[src/rtl/life_pkg.sv]
// ----------------------------------------------------------------------------
// life_pkg
// Shared definitions for the Life-like cellular automaton row:
//   NBR_W         width of a per-cell neighbour count (0..8)
//   RULE_B3       default birth mask (born with exactly 3 neighbours)
//   RULE_S23      default survive mask (survive with 2 or 3 neighbours)
//   state_t       row sequencer states
//   popcount()    population count over a zero-padded vector
// ----------------------------------------------------------------------------
package life_pkg;

    localparam int         NBR_W    = 4;
    localparam logic [8:0] RULE_B3  = 9'b000001000;
    localparam logic [8:0] RULE_S23 = 9'b000001100;

    // Widest row popcount() accepts; callers zero-pad narrower rows.
    localparam int         POP_MAX  = 256;

    typedef enum logic [1:0] {
        ST_IDLE   = 2'd0,
        ST_COUNT  = 2'd1,
        ST_UPDATE = 2'd2
    } state_t;

    function automatic logic [8:0] popcount(input logic [POP_MAX-1:0] v);
        logic [8:0] n;
        n = '0;
        for (int i = 0; i < POP_MAX; i++) begin
            n = n + {8'd0, v[i]};
        end
        return n;
    endfunction

endpackage

[src/rtl/life_nbr_count.sv]
// ----------------------------------------------------------------------------
// life_nbr_count
// Combinational live-neighbour counter for one cell.
// Ports:
//   nbrs   in   8       the eight surrounding cells, one bit each
//   count  out  NBR_W   number of set bits in nbrs (0..8)
// ----------------------------------------------------------------------------
module life_nbr_count
    import life_pkg::*;
(
    input  logic [7:0]       nbrs,
    output logic [NBR_W-1:0] count
);

    always_comb begin
        count = '0;
        for (int i = 0; i < 8; i++) begin
            count = count + {{(NBR_W-1){1'b0}}, nbrs[i]};
        end
    end

endmodule

[src/rtl/life_row.sv]
// ----------------------------------------------------------------------------
// life_row
// One row of W Life-like cells with a programmable birth/survive rule. The
// rows above and below arrive as vectors so rows tile into a grid. A step is
// a 3-cycle transaction: accept (snapshot rows) -> count neighbours -> update.
//
// Build option: define LIFE_ROW_WRAP_EN for a toroidal row (column -1 is
// column W-1 and column W is column 0 in all three rows); otherwise columns
// outside the row read as dead.
//
// Ports:
//   clk         in   1            rising-edge clock
//   _rst        in   1            asynchronous active-low reset
//   load_valid  in   1            overwrite cells with load_data (IDLE only)
//   load_data   in   W            pattern to load
//   step_valid  in   1            request one generation
//   step_ready  out  1            step can be accepted this cycle
//   top_row     in   W            row above, sampled on step accept
//   bot_row     in   W            row below, sampled on step accept
//   cells       out  W            current generation
//   gen_count   out  CNT_W        generations since reset/load (saturating)
//   alive_cnt   out  clog2(W+1)   live cells in cells
//   stable      out  1            last step left cells unchanged
//   done        out  1            one-cycle pulse when a step result lands
// ----------------------------------------------------------------------------
module life_row
    import life_pkg::*;
#(
    parameter int           W            = 8,
    parameter logic [W-1:0] INIT         = '0,
    parameter logic [8:0]   BIRTH_MASK   = RULE_B3,
    parameter logic [8:0]   SURVIVE_MASK = RULE_S23,
    parameter int           CNT_W        = 16
) (
    input  logic                   clk,
    input  logic                   _rst,
    input  logic                   load_valid,
    input  logic [W-1:0]           load_data,
    input  logic                   step_valid,
    output logic                   step_ready,
    input  logic [W-1:0]           top_row,
    input  logic [W-1:0]           bot_row,
    output logic [W-1:0]           cells,
    output logic [CNT_W-1:0]       gen_count,
    output logic [$clog2(W+1)-1:0] alive_cnt,
    output logic                   stable,
    output logic                   done
);

    localparam int AW = $clog2(W+1);

    // Rule masks padded to 16 entries so a 4-bit count indexes them cleanly.
    localparam logic [15:0] BIRTH_LUT   = {7'd0, BIRTH_MASK};
    localparam logic [15:0] SURVIVE_LUT = {7'd0, SURVIVE_MASK};

    function automatic logic [AW-1:0] pop_row(input logic [W-1:0] v);
        logic [POP_MAX-1:0] wide;
        wide        = '0;
        wide[W-1:0] = v;
        return AW'(popcount(wide));
    endfunction

    state_t           state;
    logic             step_accept;
    logic [W-1:0]     top_q;
    logic [W-1:0]     bot_q;
    logic [W+1:0]     top_x;
    logic [W+1:0]     bot_x;
    logic [W+1:0]     cell_x;
    logic [NBR_W-1:0] nbr_now [W];
    logic [NBR_W-1:0] nbr_q   [W];
    logic [W-1:0]     next_cells;

    // Load has priority over step, so a pending load hides readiness.
    assign step_ready  = (state == ST_IDLE) && !load_valid;
    assign step_accept = step_ready && step_valid;

    // Rows padded by one column each side: bit 0 is column -1, bit W+1 is
    // column W. cells needs no snapshot: nothing can change it until UPDATE.
`ifdef LIFE_ROW_WRAP_EN
    assign top_x  = {top_q[0], top_q, top_q[W-1]};
    assign bot_x  = {bot_q[0], bot_q, bot_q[W-1]};
    assign cell_x = {cells[0], cells, cells[W-1]};
`else
    assign top_x  = {1'b0, top_q, 1'b0};
    assign bot_x  = {1'b0, bot_q, 1'b0};
    assign cell_x = {1'b0, cells, 1'b0};
`endif

    for (genvar c = 0; c < W; c++) begin : g_col
        life_nbr_count u_nbr (
            .nbrs  ({top_x[c+2:c], bot_x[c+2:c], cell_x[c+2], cell_x[c]}),
            .count (nbr_now[c])
        );
    end

    always_comb begin
        // NOTE: every always_comb output gets a default first so no path
        // through the block leaves it unassigned and infers a latch.
        next_cells = cells;
        for (int c = 0; c < W; c++) begin
            next_cells[c] = cells[c] ? SURVIVE_LUT[nbr_q[c]] : BIRTH_LUT[nbr_q[c]];
        end
    end

    // NOTE: datapath snapshots carry no reset; they are only consumed in the
    // state that follows their capture, so their power-up value never matters.
    always_ff @(posedge clk) begin
        if (step_accept) begin
            top_q <= top_row;
            bot_q <= bot_row;
        end
        if (state == ST_COUNT) begin
            nbr_q <= nbr_now;
        end
    end

    // NOTE: state registers use non-blocking assignments so every register
    // samples pre-edge values regardless of statement order.
    always_ff @(posedge clk or negedge _rst) begin
        if (!_rst) begin
            state     <= ST_IDLE;
            cells     <= INIT;
            gen_count <= '0;
            alive_cnt <= pop_row(INIT);
            stable    <= 1'b0;
            done      <= 1'b0;
        end else begin
            done <= 1'b0;
            case (state)
                ST_IDLE: begin
                    if (load_valid) begin
                        cells     <= load_data;
                        gen_count <= '0;
                        stable    <= 1'b0;
                        alive_cnt <= pop_row(load_data);
                    end else if (step_valid) begin
                        state <= ST_COUNT;
                    end
                end
                ST_COUNT: begin
                    state <= ST_UPDATE;
                end
                ST_UPDATE: begin
                    cells     <= next_cells;
                    stable    <= (next_cells == cells);
                    alive_cnt <= pop_row(next_cells);
                    if (gen_count != '1) begin
                        gen_count <= gen_count + CNT_W'(1);
                    end
                    done      <= 1'b1;
                    state     <= ST_IDLE;
                end
                default: begin
                    state <= ST_IDLE;
                end
            endcase
        end
    end

endmodule

[config.mk]
export PLATFORM = sky130hd
export DESIGN_NAME = life_row
export DESIGN_NICKNAME = d
export VERILOG_FILES = /design/src/rtl/life_pkg.sv /design/src/rtl/life_nbr_count.sv /design/src/rtl/life_row.sv
export SDC_FILE = /design/constraint.sdc
export NUM_CORES = 1
export LEC_CHECK = 0
export CORE_UTILIZATION = 25
export CTS_CLUSTER_DIAMETER = 100
export CTS_CLUSTER_SIZE = 12
export DETAILED_ROUTE_END_ITERATION = 7
export SLEW_MARGIN = 20
export SYNTH_ARGS = -nofsm -noshare
export SYNTH_HDL_FRONTEND = slang
export SYNTH_SLANG_ARGS = --single-unit
[constraint.sdc]
create_clock -name clk -period 4 [get_ports clk]
set_input_delay 0.8 -clock clk [delete_from_list [all_inputs] [get_ports clk]]
set_output_delay 0.8 -clock clk [all_outputs]
set_load 0.01 [all_outputs]
==> results of run 1 <==
## power groups by stage
stage | sequential, mW | combinational (mW) | clock, mW
6_report | 1.25 | 0.970 | 0.892
5_1_grt | 1.27 | 1.12 | 0.951
4_1_cts | 1.25 | 0.984 | 0.910
3_5_place_dp | 1.27 | 0.977 | 0
3_3_place_gp | 1.27 | 0.947 | 0
2_1_floorplan | 1.26 | 0.654 | 0
## area by class of cell
cell class / count / area (um2) / share of cell area, %
multi-input combinational: 268 / 2380 / 36.2
tap: 275 / 344 / 5.23
inverter: 94 / 353 / 5.36
timing repair buffer: 72 / 686 / 10.4
sequential: 94 / 2500 / 38.0
clock inverter: 4 / 35.0 / 0.532
clock buffer: 12 / 279 / 4.24
## per-layer routing
layer / GRT usage, % / up-vias
li1: - / 1746
met1: 16.1 / 1743
met2: 17.8 / 111
met3: 2.73 / 8
met4: 2.94 / 0
met5: 0 / -
## worst max-delay path: stages
cell and delay, ns:
clkdlybuf4s50_1 0.45, fa_1 0.58, inv_1 0.07, fa_1 0.50, fa_1 0.41, inv_1 0.06
ha_1 0.16, inv_1 0.05, fa_1 0.47, nor2_1 0.05, a211oi_1 0.23, a21oi_1 0.07
## worst max path at each step
stage | cells after the start | slack [ns] | to
finish | 12 | 0.30 | alive_cnt[1]
global placement | 12 | -0.06 | alive_cnt[1]
CTS | 12 | 0.30 | alive_cnt[1]
detailed placement | 12 | -0.05 | alive_cnt[1]
floorplan | 11 | 0.62 | alive_cnt[1]
global route | 12 | 0.10 | alive_cnt[1]
## stage by stage
step	setup WS, ns	hold WS (ns)	std cells	cell area [um2]	TNS, ns
finish	0.298	0.506	819	6580	0
global route	0.103	0.558	819	6580	0
CTS	0.301	0.518	819	6580	0
detailed placement	-0.0536	0.502	803	6270	-0.0536
global placement	-0.0591	0.500	803	6270	-0.0591
floorplan	0.625	0.448	475	5350	0
## logic make-up (layout without fill, tap and decap cells)
group,Yosys count,count (layout),synth area share [%]
AOI/OAI and AO/OA,88,88,12.1
and+or+nand+nor,106,106,10.7
buffers and inverters,113,182,8.70
adders and majority gates,65,65,20.3
muxes,1,1,0.187
xor gates and xnor gates,8,8,1.31
DFF,94,94,46.8
## cell usage after synthesis, types with 3 or more instances
cell / n / area share (%)
xnor2_1: 8 / 1.3
o41ai_1: 3 / 0.49
a21boi_0: 9 / 1.3
a21oi_1: 14 / 1.3
nand3_1: 8 / 0.75
dfxtp_1: 16 / 6.0
a211o_1: 3 / 0.49
nor3_1: 4 / 0.37
a41o_1: 3 / 0.56
nand4_1: 3 / 0.35
nand2_1: 36 / 2.5
dfrtp_1: 32 / 15
fa_1: 36 / 13
o211ai_1: 3 / 0.42
o21ai_0: 8 / 0.75
a221o_1: 4 / 0.75
a21o_1: 9 / 1.3
inv_1: 94 / 6.6
buf_4: 8 / 1.1
and3_1: 6 / 0.70
clkbuf_1: 5 / 0.35
o221ai_1: 6 / 0.98
o311ai_0: 3 / 0.49
nor4_1: 3 / 0.35
ha_1: 29 / 6.8
nor4b_1: 4 / 0.65
edfxtp_1: 46 / 26
buf_2: 3 / 0.28
a32o_1: 3 / 0.56
a31oi_1: 5 / 0.58
nor2_1: 13 / 0.91
nand2b_1: 3 / 0.35
nor2b_1: 12 / 1.4
==> metrics.txt, run 1 <==
# TYPE chip_impl_metric gauge
chip_impl_metric{name="chipWidth",unit="um"} 148
chip_impl_metric{name="top_level_ports",unit=""} 59
chip_impl_metric{name="n_fill_cell",unit=""} 2163
chip_impl_metric{name="cap_violations",unit=""} 0
chip_impl_metric{name="syn-num-nets",unit=""} 568
chip_impl_metric{name="data_arrival_time_of_the_critical_path",unit="ns"} 3.90
chip_impl_metric{name="final_core_utilization",unit="%"} 31.3
chip_impl_metric{name="syn_inst",unit=""} 475
chip_impl_metric{name="ff2ff_path_depth",unit=""} 10
chip_impl_info{name="setup.worst_path.start_class",value="primary input"} 1
chip_impl_metric{name="drt_iter0_drcs",unit=""} 181
chip_impl_metric{name="vias_per_cell",unit=""} 4.41
chip_impl_metric{name="synthDistinctLibCells",unit=""} 59
chip_impl_info{name="cts_tree",value="done"} 1
chip_impl_metric{name="initial_utilization",unit="%"} 25.5
chip_impl_metric{name="final_period_minus_worst_setup_slack",unit="ns"} 3.70
chip_impl_metric{name="crit_path_max_fanout",unit=""} 2
chip_impl_metric{name="leak_pwr",unit="nW"} 2.87
chip_impl_metric{name="antenna_found_initial",unit=""} 0
chip_impl_metric{name="yosys_warning_count",unit=""} 0
chip_impl_metric{name="globalplace.congestion",unit=""} 0.816
chip_impl_metric{name="insertion_delay",unit="ns"} 0.35
chip_impl_metric{name="met1_wire_length",unit="um"} 5660
chip_impl_metric{name="finClkSkew",unit="ns"} 0.00779
chip_impl_metric{name="firstDrtPassIters",unit=""} 4
chip_impl_info{name="rsz_0062_raised_after_global_routing",value="no"} 1
chip_impl_metric{name="hold_violations",unit=""} 0
chip_impl_metric{name="final_nets",unit=""} 632
chip_impl_metric{name="cts.reportedPaths.clkPinSlew",unit="ns"} 0.07
chip_impl_metric{name="yosys_register_bits",unit=""} 94
chip_impl_metric{name="r2r_setup_slack",unit="ns"} 0.39
chip_impl_info{name="setup.worst_path.class",value="primary input to register"} 1
chip_impl_metric{name="synth_edf_count",unit=""} 46
chip_impl_metric{name="num_clock_sinks",unit=""} 94
chip_impl_metric{name="timing.max_slew.rel_slack",unit="%"} 44.3
chip_impl_metric{name="switchingPower",unit="mW"} 0.986
chip_impl_metric{name="post_detailed_route_count_of_antenna_violating_nets",unit=""} 0
chip_impl_info{name="timing.rr.start",value="cells[2]"} 1
chip_impl_metric{name="die_h",unit="um"} 148
chip_impl_metric{name="yosysSeqAreaShare",unit="%"} 46.8
chip_impl_metric{name="hold-path-cell-count",unit=""} 2
chip_impl_metric{name="grt_pass1_wl",unit="um"} 19300
chip_impl_metric{name="cts_made_buffers",unit=""} 9
chip_impl_info{name="worst_setup_path_end_kind",value="register"} 1
chip_impl_metric{name="power_frac_comb",unit="%"} 31.2
chip_impl_metric{name="drc",unit=""} 0
chip_impl_metric{name="report.final.slew_viol_count",unit=""} 0
chip_impl_metric{name="grt_start_max_net_pins",unit=""} 33
chip_impl_metric{name="wl_met3",unit="um"} 733
chip_impl_metric{name="power.ir.vdd_worst",unit="uV"} 240
chip_impl_info{name="maxUsedRoutingLayer",value="met4"} 1
chip_impl_metric{name="grt_util_all_layers",unit="%"} 11.5
chip_impl_metric{name="area.growth.synth_to_final",unit="%"} 23.0
chip_impl_metric{name="overall_die_area",unit="um2"} 22000
chip_impl_info{name="status",value="finished, final reports clean"} 1
chip_impl_metric{name="wirelength",unit="um"} 11800
chip_impl_metric{name="part_of_the_power_in_the_clock_network",unit="%"} 28.6
chip_impl_metric{name="async_set_or_reset_register_ratio_after_synthesis",unit="%"} 34.0
chip_impl_metric{name="core_area",unit="um2"} 21000
chip_impl_metric{name="diode_insertion_count_for_antenna_repair",unit=""} 0
chip_impl_metric{name="via_count_of_the_first_global_routing_pass",unit=""} 3579
chip_impl_metric{name="clk_path_buf_depth",unit=""} 2
chip_impl_metric{name="layout-drive-gt1-share",unit="%"} 6.25
chip_impl_info{name="hold_path.startpoint",value="nbr_q[29]"} 1
chip_impl_metric{name="synthesis.area_per_instance",unit="um2"} 11.3
chip_impl_metric{name="cts.repair_timing.setup_buffer_count",unit=""} 0
chip_impl_metric{name="number_of_hold_buffers_added_after_cts",unit=""} 0
chip_impl_metric{name="wl_per_cell",unit="um"} 14.4
chip_impl_metric{name="cts_max_level",unit=""} 3
chip_impl_metric{name="internal_power",unit="mW"} 2.13
chip_impl_info{name="startpoint_of_the_most_critical_setup_path",value="load_data[0]"} 1
chip_impl_metric{name="dr_wl_met2",unit="um"} 5310
chip_impl_info{name="clockRootBuffer",value="clkbuf_16"} 1
chip_impl_metric{name="setup-violations-final",unit=""} 0
chip_impl_info{name="layout_commonest_cell",value="inv_1"} 1
chip_impl_metric{name="synthesis.area",unit="um2"} 5350
chip_impl_metric{name="switching_share",unit="%"} 31.7
chip_impl_metric{name="design_power_total",unit="mW"} 3.11
chip_impl_metric{name="power.sequential.fraction",unit="%"} 40.2
chip_impl_metric{name="required_worst_endpoint",unit="ns"} 4.20
chip_impl_metric{name="row_count",unit=""} 53
chip_impl_metric{name="vias_after_detailed_routing",unit=""} 3608
chip_impl_metric{name="power_density",unit="nW/um2"} 473
chip_impl_info{name="synthFlopType",value="edfxtp_1"} 1
chip_impl_info{name="timing.hold.worst.class",value="register to register"} 1
chip_impl_metric{name="globalRoute.totalOverflow",unit=""} 0
chip_impl_metric{name="dp.final_hpwl",unit="um"} 9180
chip_impl_metric{name="post-route-period-util",unit="%"} 92.5
chip_impl_metric{name="timing_worst_slew_pin_value",unit="ns"} 0.835
chip_impl_metric{name="achievable-frequency",unit="MHz"} 270
chip_impl_metric{name="portBuffers",unit=""} 58
chip_impl_metric{name="cts_repair_resized_insts",unit=""} 0
chip_impl_info{name="layout.cells.most_common_list",value="inv_1 (94), clkdlybuf4s50_1 (58), edfxtp_1 (46), nand2_1 (36), fa_1 (36)"} 1
No activity file was read; power rests on OpenSTA's default activity.
==> run 2, diff against run 1 <==
--- a/config.mk
+++ b/config.mk
@@ -5,6 +5,7 @@
 export SDC_FILE = /design/constraint.sdc
 export NUM_CORES = 1
 export LEC_CHECK = 0
+export CAP_MARGIN = 10
 export CORE_UTILIZATION = 25
 export CTS_CLUSTER_DIAMETER = 100
 export CTS_CLUSTER_SIZE = 12
==> results of run 2 <==
Same layout as run 1: the final DEF is identical, and so are final timing and power.
==> run 3, diff against run 2 <==
--- a/config.mk
+++ b/config.mk
@@ -5,6 +5,7 @@
 export SDC_FILE = /design/constraint.sdc
 export NUM_CORES = 1
 export LEC_CHECK = 0
+export ABC_CLOCK_PERIOD_IN_PS = 4000
 export CAP_MARGIN = 10
 export CORE_UTILIZATION = 25
 export CTS_CLUSTER_DIAMETER = 100
==> results of run 3 <==
Same layout as run 1: the final DEF is identical, and so are final timing and power.
